--- src/rtl/visualizer_write_scheduler.sv ---
// Write-port scheduler for the visualizer bar-height RAM: round-robin request intake,
// a small FIFO, and a blanking-only write path with a full-table clear sweep.
module visualizer_write_scheduler #(
  parameter int SCREEN_HEIGHT = 42,
  parameter int NUM_REQ       = 2,
  parameter int FIFO_DEPTH    = 8,
  parameter int V_TOTAL       = 750
) (
  input  logic                     pixel_clk_in,
  input  logic                     rst_in,
  input  logic [10:0]              hcount_in,
  input  logic [9:0]               vcount_in,
  input  logic [NUM_REQ-1:0]       req_valid_in,
  input  logic [NUM_REQ-1:0][5:0]  req_addr_in,
  input  logic [NUM_REQ-1:0][31:0] req_data_in,
  output logic [NUM_REQ-1:0]       req_ready_out,
  input  logic                     clear_in,
  output logic                     tg_write_en_out,
  output logic [5:0]               tg_addr_out,
  output logic [31:0]              tg_input_out,
  output logic                     busy_out
);

  localparam int AW = $clog2(FIFO_DEPTH);
  localparam int RW = (NUM_REQ > 1) ? $clog2(NUM_REQ) : 1;
  localparam logic [9:0] WIN_START = 10'(16 * SCREEN_HEIGHT);
  localparam logic [9:0] WIN_END = 10'(V_TOTAL - 1);
  localparam logic [5:0] LAST_ADDR = 6'(SCREEN_HEIGHT - 1);
  localparam logic [6:0] ADDR_LIMIT = 7'(SCREEN_HEIGHT);
  localparam logic [AW:0] PTR_ONE = (AW + 1)'(1);
  localparam logic [RW-1:0] RR_LAST = RW'(NUM_REQ - 1);
  localparam logic [RW-1:0] RR_ONE = RW'(1);

  typedef enum logic [1:0] {IDLE, CLEAR, DRAIN} state_t;

  state_t          state, state_next;
  logic [37:0]     mem [FIFO_DEPTH];
  logic [AW:0]     wr_ptr, rd_ptr;
  logic [RW-1:0]   rr_ptr, sel, cand;
  logic            found, accept, push, pop, sweep_step;
  logic            win, fifo_empty, fifo_full, clear_pending;
  logic [5:0]      clr_addr;
  logic            unused;

  assign unused     = ^hcount_in;
  assign win        = (vcount_in >= WIN_START) && (vcount_in < WIN_END);
  assign fifo_empty = (wr_ptr == rd_ptr);
  assign fifo_full  = (wr_ptr[AW] != rd_ptr[AW]) && (wr_ptr[AW-1:0] == rd_ptr[AW-1:0]);
  assign busy_out   = clear_pending | !fifo_empty;

  // Round-robin search starting at rr_ptr; grant only when the FIFO has room.
  always_comb begin
    found = 1'b0;
    sel   = '0;
    cand  = '0;
    for (int off = 0; off < NUM_REQ; off++) begin
      cand = RW'((int'(rr_ptr) + off) % NUM_REQ);
      if (!found && req_valid_in[cand]) begin
        found = 1'b1;
        sel   = cand;
      end
    end
    accept        = found && !fifo_full && rst_in;
    req_ready_out = '0;
    if (accept) begin
      req_ready_out[sel] = 1'b1;
    end
    // Out-of-range addresses complete the handshake but are dropped here.
    push = accept && ({1'b0, req_addr_in[sel]} < ADDR_LIMIT);
  end

  always_ff @(posedge pixel_clk_in) begin
    if (!rst_in) begin
      state <= IDLE;
    end else begin
      state <= state_next;
    end
  end

  always_comb begin
    state_next = state;
    pop        = 1'b0;
    sweep_step = 1'b0;
    case (state)
      IDLE: begin
        if (win && clear_pending) begin
          state_next = CLEAR;
        end else if (win && !fifo_empty && !clear_in) begin
          state_next = DRAIN;
        end
      end
      CLEAR: begin
        if (!win) begin
          state_next = IDLE;
        end else begin
          sweep_step = 1'b1;
          if (clr_addr == LAST_ADDR && !clear_in) begin
            state_next = IDLE;
          end
        end
      end
      DRAIN: begin
        // A pending clear must take precedence over anything still queued.
        if (!win || clear_in || clear_pending || fifo_empty) begin
          state_next = IDLE;
        end else begin
          pop = 1'b1;
        end
      end
      default: state_next = IDLE;
    endcase
  end

  always_ff @(posedge pixel_clk_in) begin
    if (push) begin
      mem[wr_ptr[AW-1:0]] <= {req_addr_in[sel], req_data_in[sel]};
    end
  end

  always_ff @(posedge pixel_clk_in) begin
    if (!rst_in) begin
      wr_ptr          <= '0;
      rd_ptr          <= '0;
      rr_ptr          <= '0;
      clear_pending   <= 1'b0;
      clr_addr        <= '0;
      tg_write_en_out <= 1'b0;
      tg_addr_out     <= '0;
      tg_input_out    <= '0;
    end else begin
      if (push) begin
        wr_ptr <= wr_ptr + PTR_ONE;
      end
      // Flushing moves the read pointer to the pre-push write pointer,
      // so a request accepted alongside the clear survives.
      if (clear_in) begin
        rd_ptr <= wr_ptr;
      end else if (pop) begin
        rd_ptr <= rd_ptr + PTR_ONE;
      end
      if (accept) begin
        rr_ptr <= (sel == RR_LAST) ? '0 : sel + RR_ONE;
      end
      if (clear_in) begin
        clear_pending <= 1'b1;
        clr_addr      <= '0;
      end else if (sweep_step) begin
        if (clr_addr == LAST_ADDR) begin
          clear_pending <= 1'b0;
          clr_addr      <= '0;
        end else begin
          clr_addr <= clr_addr + 6'd1;
        end
      end
      tg_write_en_out <= pop | sweep_step;
      if (sweep_step) begin
        tg_addr_out  <= clr_addr;
        tg_input_out <= '0;
      end else if (pop) begin
        {tg_addr_out, tg_input_out} <= mem[rd_ptr[AW-1:0]];
      end
    end
  end

endmodule

--- config.mk ---
export PLATFORM = sky130hd
export DESIGN_NAME = visualizer_write_scheduler
export DESIGN_NICKNAME = d
export VERILOG_FILES = /design/src/rtl/visualizer_write_scheduler.sv
export SDC_FILE = /design/constraint.sdc
export NUM_CORES = 1
export LEC_CHECK = 0
export ABC_AREA = 1
export BUFFER_PORTS_ARGS = -buffer_cell sky130_fd_sc_hd__buf_2
export CAP_MARGIN = 20
export CORE_UTILIZATION = 55
export CTS_BUF_LIST = sky130_fd_sc_hd__clkbuf_8
export CTS_CLUSTER_DIAMETER = 30
export CTS_CLUSTER_SIZE = 14
export DETAILED_ROUTE_END_ITERATION = 10
export PLACE_DENSITY_LB_ADDON = 0.05
export SLEW_MARGIN = 20
export SYNTH_ARGS = -nofsm -noshare
export SYNTH_HDL_FRONTEND = slang
export SYNTH_SLANG_ARGS = --single-unit
export TNS_END_PERCENT = 5
--- constraint.sdc ---
create_clock -name pixel_clk_in -period 4 [get_ports pixel_clk_in]
set_input_delay 0.8 -clock pixel_clk_in [delete_from_list [all_inputs] [get_ports pixel_clk_in]]
set_output_delay 0.8 -clock pixel_clk_in [all_outputs]
set_load 0.05 [all_outputs]
# == Word-level counts from Yosys, hierarchy flattened ==
# Memory sizes are Yosys's and may differ from the RTL's. A register that Yosys moved wholly into a read port is not among the register bits.
# Index checks and enable logic that the tools add are counted.
# word_totals
ff_bits,57
mem_bits_rw,304
inputBits,102
out_inout_bits,42
memories,1
# op_classes
add_sub_neg,5
order_cmp,7
n_eq_ne,9
muxes,38
bitwise,3
n_reduce_logical,28
# mem_list
name,depth,word_bits,rd,rd_clocked_by_memory_dff,wr,line,text
mem,8,38,1,1,1,37,logic [37:0] mem [FIFO_DEPTH];
# ops
op,n
$mux 32,2
$mux 6,5
$mux 1,19
$mux 2,6
$logic_and 1x1->1,11
$ge 10x10->1 const B,1
$lt 10x10->1 const B,1
$add 4x1->4 const B,2
$mux 4,2
$reduce_bool 2->1,4
$add 6x1->6 const B,1
$eq 6x6->1 const B,1
$lt 1x2->1 const B,3
$lt 6x6->1 const B,1
$mux 3,2
$ne 3x3->1 const B,2
$pmux 2 s3,1
$logic_not 1->1,5
$eq 4x4->1,1
$reduce_or 2->1,2
$eq 3x3->1,1
$logic_or 1x1->1,3
$reduce_and 3->1,1
$add 1x1->1 const B,2
10 further kinds,11

# == Depth between registers and ports, before layout ==
# Gate-level depths: netlist (run 1).
# logic_depth
depth_word,12
mapped_depth,13
ltp_nobuf,13

# == Least setup slack after synthesis (run 1) ==
# Ideal clock, no wire load.
# synth_timing
path_type,input to register
from,input port req_valid_in[0]
to,memory mem[0][0] (enable)
setup_time_ps,433
arrival_time_ps,3359
required_time_ps,3567
slack_ps,208
path_stages,11
path_buffers,0
cell_sequence,nand2_1 > nand2_2 > inv_2 > or2_0 > o21ai_1 > nand2_1 > nand2_1 > nand2_1 > inv_2 > nand2_1 > nor2_1
# synth_between
elab_chain_cells,12
# synth_lines
element,line,text
"start, declared",13,"input logic [NUM_REQ-1:0] req_valid_in,"
$mux 1 (not written as such) (2 in series),58,if (!found && req_valid_in[cand]) begin
$mux 1,58,
$logic_not 1->1,58,
$logic_and 1x1->1,58,
$mux 1,58,
$mux 6 (not written as such) (2 in series),69,"push = accept && ({1'b0, req_addr_in[sel]} < ADDR_LIMIT);"
$lt 6x6->1,69,
$logic_and 1x1->1 (*),69,
$mux 1 (*),115,if (push) begin
$mux 1 (not written as such) (*),116,"mem[wr_ptr[AW-1:0]] <= {req_addr_in[sel], req_data_in[sel]};"
"end, declared",37,
# Mark *: on every way between the ends. The rest lies on a longest branch, timed or not. The select of a mux whose other input is x is not followed.

# == Worst setup path after layout (run 1) ==
# layout_timing
from,register wr_ptr[2]
to,output port req_ready_out[0]
# layout_between
elab_chain_cells,6
# layout_lines
element,line,text
"start, declared",38,"logic [AW:0] wr_ptr, rd_ptr;"
"start signal, assigned",132,wr_ptr <= wr_ptr + PTR_ONE;
$eq 3x3->1,48,assign fifo_full = (wr_ptr[AW] != rd_ptr[AW]) && (wr_ptr[AW-1:0] == rd_ptr[AW-1:0]);
$logic_and 1x1->1,48,
$logic_not 1->1,63,accept = found && !fifo_full && rst_in;
$logic_and 1x1->1 (2 in series),63,
$mux 2,65,if (accept) begin
"end, declared",16,"output logic [NUM_REQ-1:0] req_ready_out,"
# Every way passes these cells.

==> results summary, run 1 <==
The number of warnings printed during yosys synthesis came out at 0. The smallest clock period supported by the final layout is computed as 2.93 ns. The count of pins over their slew limit is 0.

At the end of the flow the core is filled with cells to 0.663. In this run the deepest clock path goes through 3 buffers. The post-synthesis cell type count came out at 32. The most common cell after layout, fill and taps aside is nand2_1. For the final routed database, the setup TNS stands at 0 ns. The relative max-transition margin is 0.452.

In the layout the commonest cells are nand2_1, edfxtp_1, nor2_1. The kind of end point of the critical path is a primary output. The routed layout has 11000 vias. The average instance area after synthesis is about 10 sq um. The post-CTS clock slew at the launch and capture registers of the worst setup and hold paths came out at 0.06 ns. The number of buffers added by the clock tree synthesis step came out at 70. The flow ran to the end, and the final reports show no timing, DRC or antenna violations. The total of flip-flops plus latches after synthesis came out at ~360. In the global route stage, overall resource usage came out at 0.253. The number of global-route vias before repair came out at 10500.

The initial DRC count came out at 839. The total clock sinks is 364. In the finished design, the share of the clock period the worst path needs comes to 0.732. The number of maximum-capacitance constraint violations is 0. The tree is rooted in a clkbuf_8. The data required time of the critical path came out at between 3 and 4 ns. The biggest area contributor in the post-synthesis netlist is edfxtp_1. The count of buffers from port buffering came out at between 100 and 150. The core outline area came out at 27100 sq um.

The maximum clock rate came out at 342 MHz. The data arrival time of the critical path is approximately 2.1 ns. The non-filler instance count after layout is 2044. The cell area after synthesis is approximately 15000 sq um.

The first-pass GRT wire length is roughly 55000 um. The maximum clock skew at final layout is 0.0219 ns. The layout filler cell count came out at roughly 2200. Ranked by total cell area, the synthesized netlist is headed by edfxtp_1, dfxtp_1, nand2_1. The share of synthesized area in the top cell type comes to 0.598. The startpoint kind of the worst setup timing path is a register. The H-tree was split into 3 levels. The top-level I/O count is 144. Prior to clock tree synthesis, the placed netlist has a worst setup slack of 0.621 ns. Dividing the detail-routed wire length by the instance count gives between 15 and 20 um. The die outline area is 28400 sq um.

Traced cell by cell, the critical path runs through inv_2 > nand2_1 > nand2_1 > nand3_1 > o21ai_1 > nor2_2 > nand2_1 > inv_1 > buf_2. For this run, the register share of the synthesized area comes to 0.676. The length of the first detailed-routing pass in iterations came out at 5. For the pin with the worst max-slew slack, the measured transition is 0.822 ns.

Setup repair after global routing left no endpoint under its margin. The die outline height is 169 um. Synthesis produced 1468 cells. TritonCTS built the clock tree. The critical path's slowest cell is dfxtp_1. The critical path in this run is classified as reg2out. In this run the static leakage power is 0.00676 uW. The worst IR drop on VDD came out at 0.332 mV. The number of antenna diodes came out at 0. The net total in the final layout is roughly 1700. The biggest fanout along the worst timing path is 8. The final estimated routing congestion in global placement is about 0.78.

The number of hold-repair buffers added at the cts stage is 0. Of the cells placed in the final design, the portion with a size suffix greater than 1 is 0.197. The floorplan die width came out at approximately 170 um. The maximum cell stage delay along the critical path is 0.49 ns.

The detailed-route DRC error count is 0. The overflow left after global routing came out at 0. The layout overhead on the synthesized area is 17.7%.

The effective utilization at floorplan came out at 0.564. The hold violation count in the final report is 0. The cell that appears most often on the critical path is nand2_1.

The post-cts gate resize count is 0. The count of standard-cell rows is 60. Once detail routing completed, the nets flagged for antenna violations numbered 0. The instance count after placement with tap cells included is around 1900. The detailed placer's ending HPWL came out at 19500 um.

The total wire length after detailed routing is 35100 um. The tightest min-delay check is of the reg2reg type. The final worst-path setup slack came out at 1.07 ns.

The initial antenna violation count is 0. The count of final setup violators is 0. The net count after synthesis is 1574. Dividing total power by cell area gives a power density of 507 nW/um^2. The buffers inserted during post-CTS setup optimization came out at 0. The via-per-instance ratio came out at roughly 5.4.

At the later pin of the worst-skew pair, clock insertion delay measures 0.58 ns. The pin count of the biggest net entering global routing is 153.
## power breakdown
part / switching [uW] / leakage [uW] / internal (uW)
Sequential: 32.5 / 0.00324 / 4220
Combinational: 514 / 0.00269 / 194
Clock: 1670 / 0.000830 / 2470
Total: 2220 / 0.00676 / 6890
## sequential cells by signal, indices dropped and copies added (netlist names), 2 cells and up, named ones only
name and count:
clr_addr 6, mem 304, tg_addr_out 6, tg_input_out 32
rd_ptr 4, wr_ptr 4, state 2
## cell families (layout without fill, tap and decap cells)
| family | Yosys count | count (layout) | share of synthesized area |
|---|---|---|---|
| adders and majority gates | 4 | 4 | 0.00328 |
| and+or+nand+nor | 668 | 668 | 0.178 |
| DFF | 364 | 364 | 0.676 |
| buffers and inverters | 126 | 330 | 0.0378 |
| xor gates and xnor gates | 7 | 7 | 0.00401 |
| AOI/OAI and AO/OA | 299 | 299 | 0.101 |
## stage by stage
| stage | power [uW] | instance area [sq um] | hold WS, ns |
|---|---|---|---|
| after floorplan | 4800 | 15300 | 0.450 |
| after global placement | 5020 | 16300 | 0.450 |
| after detailed placement | 5040 | 16300 | 0.453 |
| after CTS | 9180 | 18000 | 0.463 |
| after global routing | 9440 | 18000 | 0.483 |
| final | 9110 | 18000 | 0.461 |
## path summary, 6_finish.rpt
check	depth (start not counted)	to	slack, ns	start
setup / recovery	9	req_ready_out[0]	1.07	wr_ptr[2]
hold / removal	2	tg_input_out[0]	0.46	tg_input_out[0]
setup reg to reg	13	mem[0][8]	1.20	rr_ptr
hold reg to reg	2	tg_input_out[0]	0.46	tg_input_out[0]
## Yosys cell counts
| master | count |
|---|---|
| nand2_1 | 319 |
| edfxtp_1 | 304 |
| nor2_1 | 256 |
| o21ai_0 | 201 |
| dfxtp_1 | 60 |
| a21oi_1 | 48 |
| clkbuf_1 | 40 |
| o21ai_1 | 39 |
| nand4_1 | 34 |
| nand3_1 | 32 |
| inv_1 | 31 |
| buf_2 | 30 |
| nand2_2 | 13 |
| a21oi_2 | 11 |
| buf_4 | 7 |
| buf_1 | 5 |
| buf_6 | 5 |
| inv_2 | 5 |
| xor2_1 | 5 |
| ha_1 | 4 |
| nor2_2 | 3 |
| nor3_1 | 3 |
| clkinv_1 | 2 |
| nor2_4 | 2 |
| xnor2_1 | 2 |
| clkbuf_4 | 1 |
| nand2_4 | 1 |
| nand3_2 | 1 |
| nand3b_1 | 1 |
| or2_0 | 1 |
| or2_1 | 1 |
| or2_2 | 1 |
## routing by layer
| metal | vias up | wire length, um | part of all wire | track usage |
|---|---|---|---|---|
| li1 | 5367 | - | - | - |
| met2 | 336 | 17200 | 0.49 | 0.435 |
| met1 | 5250 | 15200 | 0.43 | 0.329 |
| met3 | 52 | 2120 | 0.061 | 0.0386 |
| met4 | 0 | 580 | 0.017 | 0.0866 |
| met5 | - | 0 | 0 | 0 |
## layout make-up
| type | count | area, sq um | area share |
|---|---|---|---|
| multi-input cells | 978 | 4430 | 0.246 |
| inverters | 38 | 145 | 0.00807 |
| repair buffers | 163 | 968 | 0.0539 |
| clock buffers | 76 | 1050 | 0.0582 |
| clock inverters | 53 | 587 | 0.0326 |
| flip-flops and latches | 364 | 10300 | 0.575 |
| well taps | 372 | 465 | 0.0259 |
## worst max-delay path: cells and delay by family (launching register included)
| kind | cells | cell delay (ns) |
|---|---|---|
| and+or+nand+nor | 5 | 0.57 |
| DFF | 1 | 0.49 |
| buffers and inverters | 3 | 0.39 |
| AOI/OAI and AO/OA | 1 | 0.10 |
Note: power is estimated with default switching activity, not from simulation.
==> inputs of run 2 (changes only) <==
ABC_AREA = 0   (was 1)
CORE_UTILIZATION = 61   (was 55)
clock period = 3 ns   (was 4 ns; I/O delays follow)
==> results summary, run 2 <==
The clock latency at the later pin of the worst-skew pair is 0.60 ns (+0.02 ns). The worst setup path is captured at a primary output. The layout cell share with drive strength beyond 1 came out at 0.434 (+0.237).

The count of pins over their slew limit came out at 0 (unchanged). The final instance area is 17400 sq um (-3.4%). The hold violation count in the final report is 0 (unchanged). The top-level I/O count came out at 144 (unchanged). The count of standard-cell rows is 56 (-6.7%).

The placed instance area is 15900 sq um (-2.7%). The pin count of the biggest net entering global routing came to 51 (-67%). The proportion of register bits with asynchronous set or reset after synthesis came out at 0 (unchanged). The layout filler cell count is 1428 (-34%). Setup repair after global routing left no endpoint under its margin. The effective utilization at floorplan is 0.622 (+0.0586). The length of the first detailed-routing pass in iterations was 5 (unchanged). The maximum clock skew at final layout is 0.0259 ns (+0.00399 ns). The length in cells of the worst reg-to-reg path was 6 (-7). The deepest clock path buffer count came to 3 (unchanged). The post-synthesis cell count came to 772 (-47%). The mux contribution to synthesized area was 0.174 (+0.174). The count of flip-flops with a built-in enable after synthesis came out at 304 (unchanged). After synthesis, the largest family of logic cells by area is multiplexers. The worst hold path cell count came out at 2 (unchanged).

The global-route total usage across every layer was 0.252 (-0.000936). The share of the synthesized area in the top cell type is 0.623 (+0.0255). The final cycle utilization of the critical path is 0.951.

The data arrival time of the critical path is 2.25 ns (+0.12 ns). The cell area after synthesis is 14600 sq um (-4.1%). The number of warnings printed during yosys synthesis came out at 0 (unchanged). The flow ran to the end, and the final reports show no timing, DRC or antenna violations.

The tightest min-delay check is of the in2reg type. The number of global-route vias before repair came out at 8296 (-21%). The count of buffers from port buffering came to 132 (unchanged). The biggest fanout along the worst timing path is 7 (-1).

The initial DRC count is 497 (-41%). The data required time of the critical path is 2.40 ns (-0.80 ns). The via-per-instance ratio was 6.00 (+11%).

The detailed placer's ending HPWL is 17600 um (-9.4%). The relative max-transition margin came out at 0.555 (+0.103). The leakage power was 0.00586 uW (-13%).

The first-pass GRT wire length came out at 45500 um (-17%). The worst setup path is of the reg2out kind. The overflow left after global routing came to 0 (unchanged).

In the synthesized netlist, the cells that appear most often are edfxtp_1, mux4_2, dfxtp_1. The core outline area is 23500 sq um (-13%). For this run, the leading register cell type out of synthesis is edfxtp_1. The total wire length after detailed routing is 29500 um (-16%). The area of the multi-input gates came to 4060 sq um (-8.3%). The net count after synthesis was 878 (-44%). The total of flip-flops plus latches after synthesis is 364 (unchanged).

The count of final setup violators is 0 (unchanged). The net total in the final layout was 1060 (-38%). The area fraction in and, or, nand and nor cells after synthesis is 0.0414 (-0.136). The floorplan die width came out at 157 um (-6.9%). The compound-gate portion of the synthesized area is 0.0516 (-0.0491). The number of levels the H-tree was split into came out at 2 (-1). The share of the synthesized netlist area taken by xor and xnor gates is 0.00478 (+0.000769). Leaving out fill and tap cells, the most frequent cell in the layout is edfxtp_1. Yosys attributes the largest share of cell area to edfxtp_1, mux4_2, dfxtp_1. The area taken by flip-flops and latches came to 10300 sq um (about the same). The average instance area after synthesis came out at 19.0 sq um (+82%). The pin slew with the least headroom to its limit was 0.661 ns (-0.161 ns). The power per cell area came out at 652 nW/um^2 (+29%). The post-CTS clock slew at the launch and capture registers of the worst setup and hold paths came out at 0.08 ns (+0.02 ns). Counting I/O delays and the setup requirement, the final critical path takes 2.85 ns. The initial antenna violation count came out at 1 (+1). The CTS tree is built. The total clock sinks came out at 364 (unchanged). The number of buffers added by the clock tree synthesis step came to 60 (-14%).

The startpoint kind of the worst setup timing path is a register. Derived from the worst setup path, the maximum achievable clock frequency is 351 MHz. The adder-cell share of the synthesized area came out at 0.00342 (+0.000140). The final antenna-violating net count came to 0 (unchanged).

The worst IR drop on VDD came to 0.445 mV (+34%). The average wire per cell in the routed design is 22.3 um (+30%). The flip-flop count of the largest register, all copies and words added is 304 (unchanged). In the layout the commonest cells are edfxtp_1, buf_2, mux4_2. The clock tree root buffer cell is clkbuf_8. The die outline area came out at 24600 sq um (-13%). The cell taking the most area after synthesis is edfxtp_1. The aggregate negative setup slack came out at 0 ns (unchanged). The part of the Yosys area used for sequential elements came out at 0.705 (+0.0289).

The die outline height was 157 um (-6.9%). The post-synthesis cell type count came out at 61 (+91%). The final estimated routing congestion in global placement came out at 0.826 (+5.5%). The layout overhead on the synthesized area came out at 18.6%.

The number of hold-repair buffers added at the cts stage is 0 (unchanged). The detailed-route DRC error count is 0 (unchanged). The detailed-route via count came to 7940 (-28%). The number of maximum-capacitance constraint violations came to 0 (unchanged). Yosys instantiated no cell more often than edfxtp_1.
-- run 2: cell types whose count changed after synthesis, moves of 41 or more --
cell and change:
o21ai_0 -195, a21oi_1 -41, nor2_1 -212, mux2_2 +43, mux4_2 +71, nand2_1 -306
-- run 2: path summary, 6_finish.rpt --
| path | startpoint | endpoint | slack (ns) |
|---|---|---|---|
| setup reg to reg | rr_ptr | mem[4][30] | 0.47 |
| hold / removal | req_data_in[46] | mem[7][14] | 0.41 |
| hold reg to reg | tg_input_out[22] | tg_input_out[22] | 0.49 |
| setup / recovery | rd_ptr[0] | req_ready_out[1] | 0.15 |
-- run 2: final cells by class --
type,count,area share
antenna,1,0.000144
clock buffer,66,0.0523
clock inverter,46,0.0315
inverter,7,0.00151
multi-input combinational,359,0.234
sequential,364,0.596
tap,319,0.0230
timing repair buffer,162,0.0621
-- run 2: what timing repair did --
action,CTS,global route
setup buffers,0,0
gates resized for setup,1,6
endpoints found under the setup margin,1,2
-- run 2: logic make-up (layout without fill, tap and decap cells) --
logic type                 Yosys count  in the layout
other                                0              1
buffers and inverters               49            281
xor gates and xnor gates             8              8
and+or+nand+nor                    113            113
adders and majority gates            4              4
AOI/OAI and AO/OA                   81             81
DFF                                364            364
muxes                              153            153
-- run 2: critical path, cell delays in order, from the launching register on --
cell and delay, ns:
dfxtp_1 0.47, xnor2_1 0.15, nand3_1 0.18, o221ai_1 0.16
buf_4 0.20, nor2_1 0.23, buf_4 0.26
-- run 2: where the power goes --
part,internal [uW],switching (uW)
registers,5590,40.2
logic,288,364
clock network,2910,2130
-- run 2: routing by layer --
metal	vias up	global-route usage	part of all wire
met5	-	0	0
met4	0	0.0794	0.022
met3	56	0.0509	0.056
met2	274	0.427	0.52
met1	4061	0.331	0.41
li1	3549	-	-
-- run 2: through the flow --
step                total power (uW)   util  setup slack (ns)  cells  hold slack, ns
floorplan                       6170      -            0.0760    772           0.463
global placement                6360  0.675             0.279   1211           0.473
detailed placement              6400  0.675             0.170   1211           0.490
CTS                            11400  0.737            0.0147   1323           0.377
global route                   11700  0.738            0.0280   1323           0.392
finish                         11300  0.738             0.148   1324           0.411
